### src/rtl/down_counter.sv
// Loadable down-counter with a sticky underflow flag and periodic/one-shot modes.
// Sits beside the up-counter on the register bus and shares its enable/clear handshake style.
module down_counter #(
    parameter int WIDTH = 8
) (
    input  logic             clk,
    input  logic             res,
    input  logic             enable,
    input  logic             load,
    input  logic [WIDTH-1:0] load_value,
    input  logic             auto_reload,
    input  logic             clear_underflow,
    output logic [WIDTH-1:0] value,
    output logic             underflow,
    output logic             running,
    output logic             zero,
    output logic [1:0]       dbg_state
);

    localparam logic [1:0] S_IDLE    = 2'd0;
    localparam logic [1:0] S_RUN     = 2'd1;
    localparam logic [1:0] S_EXPIRED = 2'd2;

    logic [1:0]       state;
    logic [1:0]       state_nxt;
    logic [WIDTH-1:0] reload;
    logic [WIDTH-1:0] value_nxt;
    logic [WIDTH-1:0] reload_nxt;
    logic             underflow_nxt;
    logic             uf_event;

    // Strobes are single-cycle and sampled on the rising edge; there is no backpressure.
    // An underflow is a decrement requested at zero, so the count never wraps.
    assign uf_event = (state == S_RUN) && enable && (value == '0) && !load;

    always_comb begin
        state_nxt  = state;
        value_nxt  = value;
        reload_nxt = reload;
        if (load) begin
            value_nxt  = load_value;
            reload_nxt = load_value;
            state_nxt  = S_RUN;
        end else begin
            case (state)
                S_RUN: begin
                    if (enable) begin
                        if (value != '0) begin
                            value_nxt = value - 1'b1;
                        end else if (auto_reload) begin
                            value_nxt = reload;
                        end else begin
                            state_nxt = S_EXPIRED;
                        end
                    end
                end
                S_EXPIRED: value_nxt = '0;
                S_IDLE:    value_nxt = value;
                default:   state_nxt = S_IDLE;
            endcase
        end
    end

    // Setting beats clearing when both land in the same cycle.
    always_comb begin
        underflow_nxt = underflow;
        if (uf_event) begin
            underflow_nxt = 1'b1;
        end else if (clear_underflow) begin
            underflow_nxt = 1'b0;
        end
    end

    always_ff @(posedge clk or posedge res) begin
        if (res) begin
            state     <= S_IDLE;
            value     <= '0;
            reload    <= '0;
            underflow <= 1'b0;
        end else begin
            state     <= state_nxt;
            value     <= value_nxt;
            reload    <= reload_nxt;
            underflow <= underflow_nxt;
        end
    end

    assign running   = (state == S_RUN);
    assign zero      = (value == '0);
    assign dbg_state = state;

endmodule

### config.mk
export PLATFORM = sky130hd
export DESIGN_NAME = down_counter
export DESIGN_NICKNAME = d
export VERILOG_FILES = /design/src/rtl/down_counter.sv
export SDC_FILE = /design/constraint.sdc
export NUM_CORES = 1
export LEC_CHECK = 0
export ABC_AREA = 1
export CORE_ASPECT_RATIO = 0.9
export CORE_MARGIN = 5
export CORE_UTILIZATION = 35
export CTS_BUF_LIST = sky130_fd_sc_hd__clkbuf_4 sky130_fd_sc_hd__clkbuf_8
export DETAILED_ROUTE_END_ITERATION = 8
export PLACE_DENSITY = 0.59
export SLEW_MARGIN = 25
export SYNTH_ARGS = -nofsm -noshare
export SYNTH_HDL_FRONTEND = slang
export SYNTH_SLANG_ARGS = --single-unit
### constraint.sdc
create_clock -name clk -period 1.96 [get_ports clk]
set_clock_uncertainty 0.15 [all_clocks]
set_input_delay 0.196 -clock clk [delete_from_list [all_inputs] [get_ports clk]]
set_output_delay 0.196 -clock clk [all_outputs]
set_load 0.03 [all_outputs]
==> results.toml <==
[final_layout]
nFillCells = 342
final_layout_size_suffix_gt1_share_pct = 15.1
syn2layout_area_growth_pct = 31.6
final_common_cell = "nand2_1"
fin_cells = 243
diodes = 0
num-nets-final = 216
final_cell_mix = "64 x nand2_1, 24 x clkdlybuf4s50_1, 19 x inv_1, 19 x dfrtp_1, 13 x o21ai_0"
final_area_mm2 = 0.00156

[power_and_ir_drop]
max-vdd-ir-drop_mv = 0.369
clkPwrFrac_pct = 15.2
cellInternalPower_uw = 1030
swShare_pct = 45.6
combPwrFrac_pct = 52.8
power.leakage_uw = 0.000810
seqPwrFrac_pct = 31.9
power_density_mw_per_mm2 = 1210
switching_power_uw = 862

[critical_path]
ff2ff_setup_slack_ns = 0.19
crit-reg2reg-launch = "value[0]$_DFFE_PP0P_"
worstPathArrival_ns = 1.49
crit_path_start_kind = "register"
endpoint_kind = "output pin"
critPathMaxFanout = 12
worstPathRequired_ns = 1.61
startpoint = "value[0]$_DFFE_PP0P_"
critPathKind = "register to output pin"

[clock_tree]
cts_made_buffers = 3
cts_tree = "built"
clockRootBuffer = "clkbuf_8"
clock-sinks = 19
insertion_delay_ns = 0.25
cts_max_level = 1
clkTransAtPathRegs_ns = 0.07
clockBufferDepth = 2

[sta]
hold_viol_final = 0
final-setup-viol-count = 0
post-route-min-period_ns = 1.84
rsz0062_at_grt = "no"
fin_crit_sh_pct = 93.9
slew_violations = 0
tns_ns = 0
clock.fmax_mhz = 543
relSlewSlack_pct = 78.5
tightest_slew_ns = 0.322

[logic_synthesis]
synth_nets = 184
yosysTopAreaCell = "dfrtp_1"
avgSynthCellArea_um2 = 7.08
ys_warn_count = 0
yosysTopAreaCellShare_pct = 40.0
synthTopCellsByArea = "dfrtp_1 40%, nand2_1 20%, inv_1 6.6%"
synth_area_mm2 = 0.00119
ys_types = 21
ys_ff_latch = 19
synthCells = 168
synth-seq-area-share_pct = 40.0

[outcome]
status = "finished clean"

[detailed_routing]
vias = 1129
met2_length_um = 1250
drc = 0
wl_per_cell_um = 11.6
highest_layer = "met4"
ant_nets = 0
met3_length_um = 105
drtIter0Drc = 82
vias_per_cell = 4.65
drt-met1-wl_um = 1410
dr.pass1.iters = 4
routed_wl_um = 2820

[grt]
grt_max_degree = 20
grt_pass1_wl_um = 4870
grt_pass1_vias = 1072
antenna_found_initial = 0
track_usage_pct = 12.9
overflow = 0

[die]
coreArea_mm2 = 0.00333
ioPinCount = 27
rows = 20
die_w_um = 71.4
dieArea_mm2 = 0.00466
die_h_um = 65.3
initial_core_util_pct = 35.7

[placement]
dp_cells = 238
dpl_cell_area_mm2 = 0.00150
gp_congestion = 0.810
port_buffers = 26
hpwl_um = 2230

[hold_path]
hp-class = "primary input to async pin"

[job]
cap_violations = 0
stage by stage:
step                util [%]  setup WS [ns]  hold WS [ns]  power, uW
CTS                     46.9         0.0248         0.117       1900
global route            47.0         0.0110         0.157       2050
global placement        45.1          0.226         0.356       1590
detailed placement      45.1          0.169         0.371       1600
finish                  47.0          0.120         0.110       1890
floorplan                  -          0.134      -0.00287       1260
worst max-delay path, cell delays in order (launching register included):
cell and delay, ns:
dfrtp_1 0.42, inv_2 0.10, ha_1 0.15, nand3_1 0.12, nor2_4 0.12, buf_6 0.16
buf_4 0.17
path summary, 6_finish.rpt:
| path | to | cells past startpoint |
|---|---|---|
| max | zero | 6 |
| min | reload[7]$_DFFE_PP0P_ | 3 |
| max reg2reg | value[4]$_DFFE_PP0P_ | 10 |
| min reg2reg | underflow$_DFFE_PP0P_ | 2 |
| max in group asynchronous | reload[0]$_DFFE_PP0P_ | 3 |
| min in group clk | underflow$_DFFE_PP0P_ | 2 |
cells in the mapped netlist (all sizes together):
master / n
nand3: 12
nor2: 11
o21ai: 15
clkbuf: 1
o211ai: 1
a21oi: 8
buf: 2
inv: 26
ha: 2
nand4: 1
dfrtp: 19
nand2: 70
layer usage:
metal | vias up | global-route usage [%]
li1 | 582 | -
met1 | 515 | 18.0
met2 | 27 | 20.2
met3 | 5 | 1.53
met4 | 0 | 5.63
met5 | - | 0
cells by family (layout without fill, tap and decap cells):
logic type,after synthesis,in the layout,share of synthesized area [%]
fa+ha+maj,2,2,2.10
flops,19,19,40.0
simple gates,94,94,35.2
compound gates,24,24,12.6
buf+inv,29,60,10.1
power groups by stage:
stage               sequential [uW]  combinational, uW  clock, uW
CTS                             600               1010        296
detailed placement              608                993          0
floorplan                       736                526          0
global placement                601                986          0
finish                          603                997        288
global route                    622               1110        316
flip-flops by register name, summed over array words and instances, names as in the netlist:
| register | cells |
|---|---|
| dbg_state | 2 |
| reload | 8 |
| underflow | 1 |
| value | 8 |
timing repair:
item	CTS	global route
setup endpoints to repair	1	2
gates resized for setup	1	3
pin swaps	1	0
hold buffers	0	0
setup buffers	1	0
area by class of cell:
| type | count | area [um2] | share of cell area [%] |
|---|---|---|---|
| inverters | 26 | 97.6 | 6.24 |
| repair buffers | 30 | 294 | 18.8 |
| clock buffers | 4 | 48.8 | 3.12 |
| flip-flops and latches | 19 | 475 | 30.4 |
| well taps | 44 | 55.1 | 3.52 |
| multi-input cells | 120 | 593 | 37.9 |
Power figures use the tool's default switching activity.
